$ cat config.mk
export PLATFORM = sky130hd
export DESIGN_NAME = vgpr_operand_collector_flat
export DESIGN_NICKNAME = d
export VERILOG_FILES = /design/src/rtl/vgpr_operand_collector_pkg.sv /design/src/rtl/vgpr_operand_collector_if.sv /design/src/rtl/vgpr_operand_collector_operand_buf.sv /design/src/rtl/vgpr_operand_collector.sv /design/src/flat_wrapper.sv
export SDC_FILE = /design/constraint.sdc
export NUM_CORES = 1
export LEC_CHECK = 0
export BUFFER_PORTS_ARGS = -buffer_cell sky130_fd_sc_hd__buf_2
export CORE_MARGIN = 2
export CORE_UTILIZATION = 55
export DETAILED_ROUTE_END_ITERATION = 8
export PLACE_DENSITY = 0.73
export REMOVE_ABC_BUFFERS = 1
export SETUP_SLACK_MARGIN = 0.2
export SLEW_MARGIN = 20
export SYNTH_ARGS = -nofsm -noshare
export SYNTH_HDL_FRONTEND = slang
export SYNTH_HIERARCHICAL = 1
export SYNTH_SLANG_ARGS = --single-unit
export TNS_END_PERCENT = 100
$ cat constraint.sdc
create_clock -name clk -period 35.9 [get_ports clk]
set_input_delay 8.975 -clock clk [delete_from_list [all_inputs] [get_ports clk]]
set_output_delay 8.975 -clock clk [all_outputs]
set_load 0.02 [all_outputs]
$ cat src/rtl/vgpr_operand_collector_pkg.sv
// Shared widths and helpers for the VGPR operand collector: default field widths,
// number of source operands and the width of one buffered operand bundle.
package vgpr_operand_collector_pkg;

    localparam int DEF_ADDR_W = 10;
    localparam int DEF_DATA_W = 32;
    localparam int DEF_TAG_W  = 6;
    localparam int NUM_SRC    = 3;

    // Bundle layout is {src2, src1, src0, tag}, tag in the least significant bits.
    function automatic int bundle_w(input int data_w, input int tag_w);
        return NUM_SRC * data_w + tag_w;
    endfunction

endpackage

$ cat src/rtl/vgpr_operand_collector_if.sv
// Request, register-file and issue-side signals of the operand collector.
// The slave modport is the collector's view; master is the surrounding pipeline.
interface vgpr_operand_collector_if
    import vgpr_operand_collector_pkg::*;
#(
    parameter int ADDR_W = DEF_ADDR_W,
    parameter int DATA_W = DEF_DATA_W,
    parameter int TAG_W  = DEF_TAG_W
) ();

    logic                in_valid;
    logic                in_ready;
    logic [NUM_SRC-1:0]  in_src_en;
    logic [ADDR_W-1:0]   in_src0_addr;
    logic [ADDR_W-1:0]   in_src1_addr;
    logic [ADDR_W-1:0]   in_src2_addr;
    logic [TAG_W-1:0]    in_tag;

    logic [ADDR_W-1:0]   rf_rd0_addr;
    logic [ADDR_W-1:0]   rf_rd1_addr;
    logic [ADDR_W-1:0]   rf_rd2_addr;
    logic [DATA_W-1:0]   rf_rd0_data;
    logic [DATA_W-1:0]   rf_rd1_data;
    logic [DATA_W-1:0]   rf_rd2_data;

    logic                wr0_en;
    logic [ADDR_W-1:0]   wr0_addr;
    logic [DATA_W-1:0]   wr0_data;

    logic                out_valid;
    logic                out_ready;
    logic [DATA_W-1:0]   out_src0;
    logic [DATA_W-1:0]   out_src1;
    logic [DATA_W-1:0]   out_src2;
    logic [TAG_W-1:0]    out_tag;

    modport slave (
        input  in_valid, in_src_en, in_src0_addr, in_src1_addr, in_src2_addr, in_tag,
        output in_ready,
        output rf_rd0_addr, rf_rd1_addr, rf_rd2_addr,
        input  rf_rd0_data, rf_rd1_data, rf_rd2_data,
        input  wr0_en, wr0_addr, wr0_data,
        output out_valid, out_src0, out_src1, out_src2, out_tag,
        input  out_ready
    );

    modport master (
        output in_valid, in_src_en, in_src0_addr, in_src1_addr, in_src2_addr, in_tag,
        input  in_ready,
        input  rf_rd0_addr, rf_rd1_addr, rf_rd2_addr,
        output rf_rd0_data, rf_rd1_data, rf_rd2_data,
        output wr0_en, wr0_addr, wr0_data,
        input  out_valid, out_src0, out_src1, out_src2, out_tag,
        output out_ready
    );

endinterface

$ cat src/rtl/vgpr_operand_collector_operand_buf.sv
// Operand bundle FIFO: DEPTH x WIDTH circular buffer with occupancy count,
// simultaneous push/pop, and an overflow checker kept beside it.
module operand_buf_fifo #(
    parameter  int DEPTH = 4,
    parameter  int WIDTH = 8,
    localparam int CNT_W = $clog2(DEPTH + 1)
) (
    input  logic             clk,
    input  logic             rst,
    input  logic             i_push,
    input  logic [WIDTH-1:0] i_data,
    input  logic             i_pop,
    output logic [WIDTH-1:0] o_data,
    output logic [CNT_W-1:0] o_count,
    output logic             o_empty
);
    localparam int PTR_W = (DEPTH > 1) ? $clog2(DEPTH) : 1;

    logic [WIDTH-1:0] r_mem [DEPTH];
    logic [PTR_W-1:0] r_wptr;
    logic [PTR_W-1:0] r_rptr;
    logic [CNT_W-1:0] r_count;
    logic             w_do_pop;

    function automatic logic [PTR_W-1:0] ptr_inc(input logic [PTR_W-1:0] p);
        if (p == PTR_W'(DEPTH - 1)) begin
            return '0;
        end else begin
            return p + PTR_W'(1);
        end
    endfunction

    assign w_do_pop = i_pop && (r_count != '0);

    // Storage, pointers and occupancy; reset clears contents so the head reads zero.
    always_ff @(posedge clk or posedge rst) begin
        if (rst) begin
            for (int i = 0; i < DEPTH; i++) begin
                r_mem[i] <= '0;
            end
            r_wptr  <= '0;
            r_rptr  <= '0;
            r_count <= '0;
        end else begin
            if (i_push) begin
                r_mem[r_wptr] <= i_data;
                r_wptr        <= ptr_inc(r_wptr);
            end
            if (w_do_pop) begin
                r_rptr <= ptr_inc(r_rptr);
            end
            case ({i_push, w_do_pop})
                2'b10:   r_count <= r_count + CNT_W'(1);
                2'b01:   r_count <= r_count - CNT_W'(1);
                default: r_count <= r_count;
            endcase
        end
    end

    assign o_data  = r_mem[r_rptr];
    assign o_count = r_count;
    assign o_empty = (r_count == '0);

    operand_buf_fifo_chk u_chk (
        .clk    (clk),
        .rst    (rst),
        .i_push (i_push),
        .i_full (r_count == CNT_W'(DEPTH))
    );

endmodule

// Upstream credit accounting must never let a bundle arrive at a full buffer.
module operand_buf_fifo_chk (
    input logic clk,
    input logic rst,
    input logic i_push,
    input logic i_full
);
    a_no_overflow: assert property (@(posedge clk) disable iff (rst) !(i_push && i_full));
endmodule

$ cat src/rtl/vgpr_operand_collector.sv
// VGPR operand collector: issues register-file reads, forwards writes the array
// read misses, and queues assembled operand bundles for the ALU issue stage.
module vgpr_operand_collector
    import vgpr_operand_collector_pkg::*;
#(
    parameter int ADDR_W = DEF_ADDR_W,
    parameter int DATA_W = DEF_DATA_W,
    parameter int TAG_W  = DEF_TAG_W,
    parameter int DEPTH  = 4
) (
    input logic clk,
    input logic rst,
    vgpr_operand_collector_if.slave io_bus
);
    localparam int BUNDLE_W = bundle_w(DATA_W, TAG_W);
    localparam int CNT_W    = $clog2(DEPTH + 1);
    localparam int OCC_W    = CNT_W + 2;

    logic                w_accept;
    logic                w_pop;
    logic                w_empty;
    logic [CNT_W-1:0]    w_count;
    logic [OCC_W-1:0]    w_occupancy;
    logic [BUNDLE_W-1:0] w_push_data;
    logic [BUNDLE_W-1:0] w_head;
    logic [ADDR_W-1:0]   w_src_addr [NUM_SRC];
    logic [DATA_W-1:0]   w_rd_data  [NUM_SRC];
    logic [DATA_W-1:0]   w_operand  [NUM_SRC];
    logic [NUM_SRC-1:0]  w_s1_hit;

    logic                r_s1_v;
    logic [NUM_SRC-1:0]  r_s1_en;
    logic [TAG_W-1:0]    r_s1_tag;
    logic [ADDR_W-1:0]   r_rd_addr [NUM_SRC];

    logic                r_s2_v;
    logic [NUM_SRC-1:0]  r_s2_en;
    logic [TAG_W-1:0]    r_s2_tag;
    logic [ADDR_W-1:0]   r_s2_addr [NUM_SRC];
    logic [NUM_SRC-1:0]  r_s2_hit;
    logic [DATA_W-1:0]   r_s2_fwd_data [NUM_SRC];

    // Gather the per-source ports into arrays for the per-source loops.
    always_comb begin
        w_src_addr[0] = io_bus.in_src0_addr;
        w_src_addr[1] = io_bus.in_src1_addr;
        w_src_addr[2] = io_bus.in_src2_addr;
        w_rd_data[0]  = io_bus.rf_rd0_data;
        w_rd_data[1]  = io_bus.rf_rd1_data;
        w_rd_data[2]  = io_bus.rf_rd2_data;
    end

    // Credits count every request already past accept, so the pipe never needs to stall.
    assign w_occupancy     = OCC_W'(r_s1_v) + OCC_W'(r_s2_v) + OCC_W'(w_count);
    assign io_bus.in_ready = !rst && (w_occupancy < OCC_W'(DEPTH));
    assign w_accept        = io_bus.in_valid && io_bus.in_ready;
    assign w_pop           = !w_empty && io_bus.out_ready;

    // Address stage: read addresses are loaded on accept and held otherwise.
    always_ff @(posedge clk or posedge rst) begin
        if (rst) begin
            r_s1_v   <= 1'b0;
            r_s1_en  <= '0;
            r_s1_tag <= '0;
            for (int i = 0; i < NUM_SRC; i++) begin
                r_rd_addr[i] <= '0;
            end
        end else begin
            r_s1_v <= w_accept;
            if (w_accept) begin
                r_s1_en  <= io_bus.in_src_en;
                r_s1_tag <= io_bus.in_tag;
                for (int i = 0; i < NUM_SRC; i++) begin
                    r_rd_addr[i] <= w_src_addr[i];
                end
            end
        end
    end

    // A write during the address cycle lands too late for the array read.
    always_comb begin
        w_s1_hit = '0;
        for (int i = 0; i < NUM_SRC; i++) begin
            w_s1_hit[i] = r_s1_v && r_s1_en[i] && io_bus.wr0_en &&
                          (io_bus.wr0_addr == r_rd_addr[i]);
        end
    end

    // Data stage registers: carry the request plus any address-cycle forward.
    always_ff @(posedge clk or posedge rst) begin
        if (rst) begin
            r_s2_v   <= 1'b0;
            r_s2_en  <= '0;
            r_s2_tag <= '0;
            r_s2_hit <= '0;
            for (int i = 0; i < NUM_SRC; i++) begin
                r_s2_addr[i]     <= '0;
                r_s2_fwd_data[i] <= '0;
            end
        end else begin
            r_s2_v   <= r_s1_v;
            r_s2_en  <= r_s1_en;
            r_s2_tag <= r_s1_tag;
            r_s2_hit <= w_s1_hit;
            for (int i = 0; i < NUM_SRC; i++) begin
                r_s2_addr[i]     <= r_rd_addr[i];
                r_s2_fwd_data[i] <= io_bus.wr0_data;
            end
        end
    end

    // Operand select: youngest write wins, disabled sources read as zero.
    always_comb begin
        for (int i = 0; i < NUM_SRC; i++) begin
            w_operand[i] = '0;
            if (!r_s2_en[i]) begin
                w_operand[i] = '0;
            end else if (io_bus.wr0_en && (io_bus.wr0_addr == r_s2_addr[i])) begin
                w_operand[i] = io_bus.wr0_data;
            end else if (r_s2_hit[i]) begin
                w_operand[i] = r_s2_fwd_data[i];
            end else begin
                w_operand[i] = w_rd_data[i];
            end
        end
    end

    assign w_push_data = {w_operand[2], w_operand[1], w_operand[0], r_s2_tag};

    operand_buf_fifo #(
        .DEPTH (DEPTH),
        .WIDTH (BUNDLE_W)
    ) u_buf (
        .clk     (clk),
        .rst     (rst),
        .i_push  (r_s2_v),
        .i_data  (w_push_data),
        .i_pop   (w_pop),
        .o_data  (w_head),
        .o_count (w_count),
        .o_empty (w_empty)
    );

    assign io_bus.rf_rd0_addr = r_rd_addr[0];
    assign io_bus.rf_rd1_addr = r_rd_addr[1];
    assign io_bus.rf_rd2_addr = r_rd_addr[2];
    assign io_bus.out_valid   = !w_empty;
    assign io_bus.out_tag     = w_head[TAG_W-1:0];
    assign io_bus.out_src0    = w_head[TAG_W +: DATA_W];
    assign io_bus.out_src1    = w_head[TAG_W + DATA_W +: DATA_W];
    assign io_bus.out_src2    = w_head[TAG_W + 2 * DATA_W +: DATA_W];

endmodule

$ cat src/flat_wrapper.sv
// flat-port wrapper written by rule: the top's interface ports become plain ports
module vgpr_operand_collector_flat import vgpr_operand_collector_pkg::*;
#(
    parameter int ADDR_W = DEF_ADDR_W,
    parameter int DATA_W = DEF_DATA_W,
    parameter int TAG_W  = DEF_TAG_W,
    parameter int DEPTH  = 4
)
  (clk, rst, io_bus_in_valid, io_bus_in_src_en, io_bus_in_src0_addr, io_bus_in_src1_addr, io_bus_in_src2_addr, io_bus_in_tag, io_bus_in_ready, io_bus_rf_rd0_addr, io_bus_rf_rd1_addr, io_bus_rf_rd2_addr, io_bus_rf_rd0_data, io_bus_rf_rd1_data, io_bus_rf_rd2_data, io_bus_wr0_en, io_bus_wr0_addr, io_bus_wr0_data, io_bus_out_valid, io_bus_out_src0, io_bus_out_src1, io_bus_out_src2, io_bus_out_tag, io_bus_out_ready);
  vgpr_operand_collector_if #(.ADDR_W(ADDR_W), .DATA_W(DATA_W), .TAG_W(TAG_W)) io_bus_i ();
  input logic clk;
  input logic rst;
  input wire logic [$bits(io_bus_i.in_valid)-1:0] io_bus_in_valid;
  input wire logic [$bits(io_bus_i.in_src_en)-1:0] io_bus_in_src_en;
  input wire logic [$bits(io_bus_i.in_src0_addr)-1:0] io_bus_in_src0_addr;
  input wire logic [$bits(io_bus_i.in_src1_addr)-1:0] io_bus_in_src1_addr;
  input wire logic [$bits(io_bus_i.in_src2_addr)-1:0] io_bus_in_src2_addr;
  input wire logic [$bits(io_bus_i.in_tag)-1:0] io_bus_in_tag;
  output wire logic [$bits(io_bus_i.in_ready)-1:0] io_bus_in_ready;
  output wire logic [$bits(io_bus_i.rf_rd0_addr)-1:0] io_bus_rf_rd0_addr;
  output wire logic [$bits(io_bus_i.rf_rd1_addr)-1:0] io_bus_rf_rd1_addr;
  output wire logic [$bits(io_bus_i.rf_rd2_addr)-1:0] io_bus_rf_rd2_addr;
  input wire logic [$bits(io_bus_i.rf_rd0_data)-1:0] io_bus_rf_rd0_data;
  input wire logic [$bits(io_bus_i.rf_rd1_data)-1:0] io_bus_rf_rd1_data;
  input wire logic [$bits(io_bus_i.rf_rd2_data)-1:0] io_bus_rf_rd2_data;
  input wire logic [$bits(io_bus_i.wr0_en)-1:0] io_bus_wr0_en;
  input wire logic [$bits(io_bus_i.wr0_addr)-1:0] io_bus_wr0_addr;
  input wire logic [$bits(io_bus_i.wr0_data)-1:0] io_bus_wr0_data;
  output wire logic [$bits(io_bus_i.out_valid)-1:0] io_bus_out_valid;
  output wire logic [$bits(io_bus_i.out_src0)-1:0] io_bus_out_src0;
  output wire logic [$bits(io_bus_i.out_src1)-1:0] io_bus_out_src1;
  output wire logic [$bits(io_bus_i.out_src2)-1:0] io_bus_out_src2;
  output wire logic [$bits(io_bus_i.out_tag)-1:0] io_bus_out_tag;
  input wire logic [$bits(io_bus_i.out_ready)-1:0] io_bus_out_ready;
  assign io_bus_i.in_valid = io_bus_in_valid;
  assign io_bus_i.in_src_en = io_bus_in_src_en;
  assign io_bus_i.in_src0_addr = io_bus_in_src0_addr;
  assign io_bus_i.in_src1_addr = io_bus_in_src1_addr;
  assign io_bus_i.in_src2_addr = io_bus_in_src2_addr;
  assign io_bus_i.in_tag = io_bus_in_tag;
  assign io_bus_in_ready = io_bus_i.in_ready;
  assign io_bus_rf_rd0_addr = io_bus_i.rf_rd0_addr;
  assign io_bus_rf_rd1_addr = io_bus_i.rf_rd1_addr;
  assign io_bus_rf_rd2_addr = io_bus_i.rf_rd2_addr;
  assign io_bus_i.rf_rd0_data = io_bus_rf_rd0_data;
  assign io_bus_i.rf_rd1_data = io_bus_rf_rd1_data;
  assign io_bus_i.rf_rd2_data = io_bus_rf_rd2_data;
  assign io_bus_i.wr0_en = io_bus_wr0_en;
  assign io_bus_i.wr0_addr = io_bus_wr0_addr;
  assign io_bus_i.wr0_data = io_bus_wr0_data;
  assign io_bus_out_valid = io_bus_i.out_valid;
  assign io_bus_out_src0 = io_bus_i.out_src0;
  assign io_bus_out_src1 = io_bus_i.out_src1;
  assign io_bus_out_src2 = io_bus_i.out_src2;
  assign io_bus_out_tag = io_bus_i.out_tag;
  assign io_bus_i.out_ready = io_bus_out_ready;
  vgpr_operand_collector #(.ADDR_W(ADDR_W), .DATA_W(DATA_W), .TAG_W(TAG_W), .DEPTH(DEPTH)) u_core (.clk(clk), .rst(rst), .io_bus(io_bus_i));
endmodule
==> reports/qor.txt <==
layout cells sized above 1: 48.7%
die width: 218 um
Worst Tran Pin Value: 1020 ps
DRT antenna net count: 0
final instance area: 0.0286 sq mm
largest cells by area after synthesis: dfrtp_1 52%, mux2_2 20%, mux4_2 8.5%
Final Setup Violations: 0
row count: 78
die area: 0.0477 sq mm
hold buffer count at CTS: 0
Max Buffers Root-to-Sink: 3
clock slew at reported path FFs: 60 ps
worst reg-to-reg setup slack: 33010 ps
GRT Overall Usage: 26.5%
number of global-route vias before repair: 16600
yosys warns: 6
CP Data Arrival Time: 9610 ps
Setup Fix Bufs, Post-CTS: 0
GRT overflow: 0
post-DR vias/cell: 5.89
Placer Congestion: 0.794
Slowest-stage cell, CP: a211oi_2
r2r startpoint: u_core/u_buf/r_wptr[0]
Avg Inst Size Synth: 14.7 sq um
Pwr Density: 89.4 mW/mm^2
Fin. Hold Viols: 0
cell area after placement: 0.0268 sq mm
cell mode on critical path: buf_2
worst-skew pair later-pin latency: 600 ps
initial detailed-routing violation count: 1156
Core Region: 0.0454 sq mm
largest net degree at the start of global routing: 124
Slew Viols, Final: 0
DRC viols: 0
status: finished clean
worst-case reg-to-reg path depth: 5
worst slack at placement: 17330 ps
detailed placement HPWL: 36700 um
Synth Register Bits: 530
cell accounting for the most synthesized area: dfrtp_1
Max-cap violations: 0
post-synth cell types: 32
Critical Path End Type: primary output
PnR worst setup slack: 17320 ps
first-pass GRT wire length: 96000 um
Ports: 316
Crit Path Class: input port to primary output
Fillers: 3360
final wirelength: 61900 um
Worst Hold Depth: 0
RSZ-0062 raised after global routing: no
via count: 15500
Post-Syn Area: 0.0253 sq mm
Nets: 2174
Leakage Power: 13.4 nW
CP peak stage delay: 260 ps
cell count after synthesis: 1722
CP Cell Sequence: buf_2 > a211oi_2 > buf_2
Hold Path Sink: u_core/r_s2_tag[4]
wire per inst: 23.5 um
post-route clock period utilization: 51.8%
PortBufs: 315
Chip Height: 218 um
placed insts: 2527
Max Clock Skew: 26.4 ps
post-synth top area share: 52.4%
Required @ worst endpoint: 26920 ps
Worst R2R End: u_core/u_buf/r_mem[321]
critical path peak fanout: 3
Hold/Removal Path Class: register to register
initial antenna violation count: 11
hold wc startpoint: u_core/r_s1_tag[4]
total negative slack: 0 ps
number of clock sinks: 530
max_slew headroom: 31.7%
TritonCTS clock tree: done
synthesis-to-finish area growth: 13.2%
Fmax: 53.8 MHz
CTS buffer count: 55
CP Launch Type: input port
Final min period: 18580 ps
Initial Util: 55.8%
VDD IR max: 0.0647 mV
Root Driver: clkbuf_16
Pre-antenna DRT Iters: 5
sequential area share after synthesis: 52.4%
Post-CTS Resized: 0
final instance count without filler cells: 2629
H-tree level count: 2
## worst max-delay path: cells and delay by family
kind | cells | cell delay, ps
compound gates | 1 | 260
buf+inv | 2 | 370
## cell families after synthesis
group,synth area share (%)
mux,33.0
compound gates,2.97
fa+ha+maj,0.425
buf+inv,4.24
simple gates,4.71
flops,52.4
xor+xnor,2.24
## metal layers
metal	vias up	part of all wire, %	global-route usage (%)
met1	8117	42	35.0
met2	451	49	43.6
met5	-	0.086	0
met4	10	3.0	9.25
li1	6786	-	-
met3	120	6.4	5.53
## registers in the layout, indices dropped and copies added, names as in the netlist
name,flops
u_core/io_bus.rf_rd0_addr,10
u_core/io_bus.rf_rd1_addr,10
u_core/io_bus.rf_rd2_addr,10
u_core/r_s1_en,3
u_core/r_s1_tag,6
u_core/r_s1_v,1
u_core/r_s2_addr,30
u_core/r_s2_en,3
u_core/r_s2_fwd_data,32
u_core/r_s2_hit,3
u_core/r_s2_tag,6
u_core/r_s2_v,1
u_core/u_buf/o_count,3
u_core/u_buf/r_mem,408
u_core/u_buf/r_rptr,2
u_core/u_buf/r_wptr,2
## power by group
group / internal, mW / switching [mW]
Combinational: 0.472 / 0.505
Sequential: 0.864 / 0.154
Clock: 0.333 / 0.231
Total: 1.67 / 0.890
## cells in the final DEF (no fill, tap or decap), types with 3 or more instances in the layout
master and n:
buf_2 315, buf_4 23, bufinv_16 3, clkbuf_1 11, clkbuf_16 55, clkbuf_8 15, clkinv_2 11, dfrtp_1 522
dfrtp_2 6, diode_2 4, ha_1 7, inv_1 9, mux2_1 3, mux2_2 446, mux2i_1 97, mux4_1 7
mux4_2 95, nand2_1 99, nand2_4 4, nand2b_1 97, nand3_1 6, nand4_1 6, nor3_4 3, nor4_1 9
o211ai_1 96, xnor2_1 29, xor2_1 32
## how the worst max path moves through the flow
stage / slack (ps) / from / cells past startpoint / end
floorplan: 15380 / rst / 1 / u_core/u_buf/o_count[0]
global placement: 17370 / rst / 3 / io_bus_in_ready
detailed placement: 17330 / rst / 3 / io_bus_in_ready
CTS: 17320 / rst / 3 / io_bus_in_ready
global route: 17320 / rst / 3 / io_bus_in_ready
finish: 17320 / rst / 3 / io_bus_in_ready
## through the flow
| step | util (%) | total power, mW | hold slack [ps] |
|---|---|---|---|
| floorplan | - | 1.70 | 349 |
| global placement | 59.1 | 1.96 | 357 |
| detailed placement | 59.1 | 2.01 | 363 |
| CTS | 63.1 | 2.58 | 374 |
| global route | 63.1 | 2.70 | 385 |
| finish | 63.1 | 2.56 | 363 |
## Yosys cell counts
| library cell | number |
|---|---|
| clkbuf_1 | 27 |
| nand4_1 | 6 |
| nand3_1 | 6 |
| nor4_1 | 9 |
| nor3_4 | 3 |
| buf_4 | 12 |
| xnor2_2 | 2 |
| inv_1 | 11 |
| mux4_1 | 7 |
| nand2_1 | 103 |
| o211ai_1 | 96 |
| buf_8 | 9 |
| dfrtp_1 | 530 |
| buf_1 | 7 |
| fa_1 | 1 |
| ha_1 | 7 |
| nand2b_1 | 97 |
| mux2_1 | 3 |
| nor2b_1 | 1 |
| o21ai_0 | 2 |
| buf_2 | 32 |
| buf_6 | 46 |
| a211oi_2 | 1 |
| nor2_1 | 2 |
| mux2_2 | 446 |
| or3_1 | 1 |
| mux4_2 | 95 |
| xor2_1 | 32 |
| nor3_1 | 1 |
| mux2i_1 | 97 |
| xnor2_1 | 29 |
| a21o_1 | 1 |
## area by class of cell
| cell class | instances | area [sq um] | area share (%) |
|---|---|---|---|
| antenna | 4 | 10.0 | 0.0350 |
| multi-input combinational | 1048 | 11000 | 38.4 |
| tap | 600 | 751 | 2.62 |
| sequential | 530 | 13300 | 46.4 |
| timing repair buffer | 338 | 1750 | 6.11 |
| inverter | 11 | 53.8 | 0.188 |
| clock buffer | 81 | 1620 | 5.67 |
| clock inverter | 17 | 170 | 0.594 |
(Power assumes the default switching activity.)
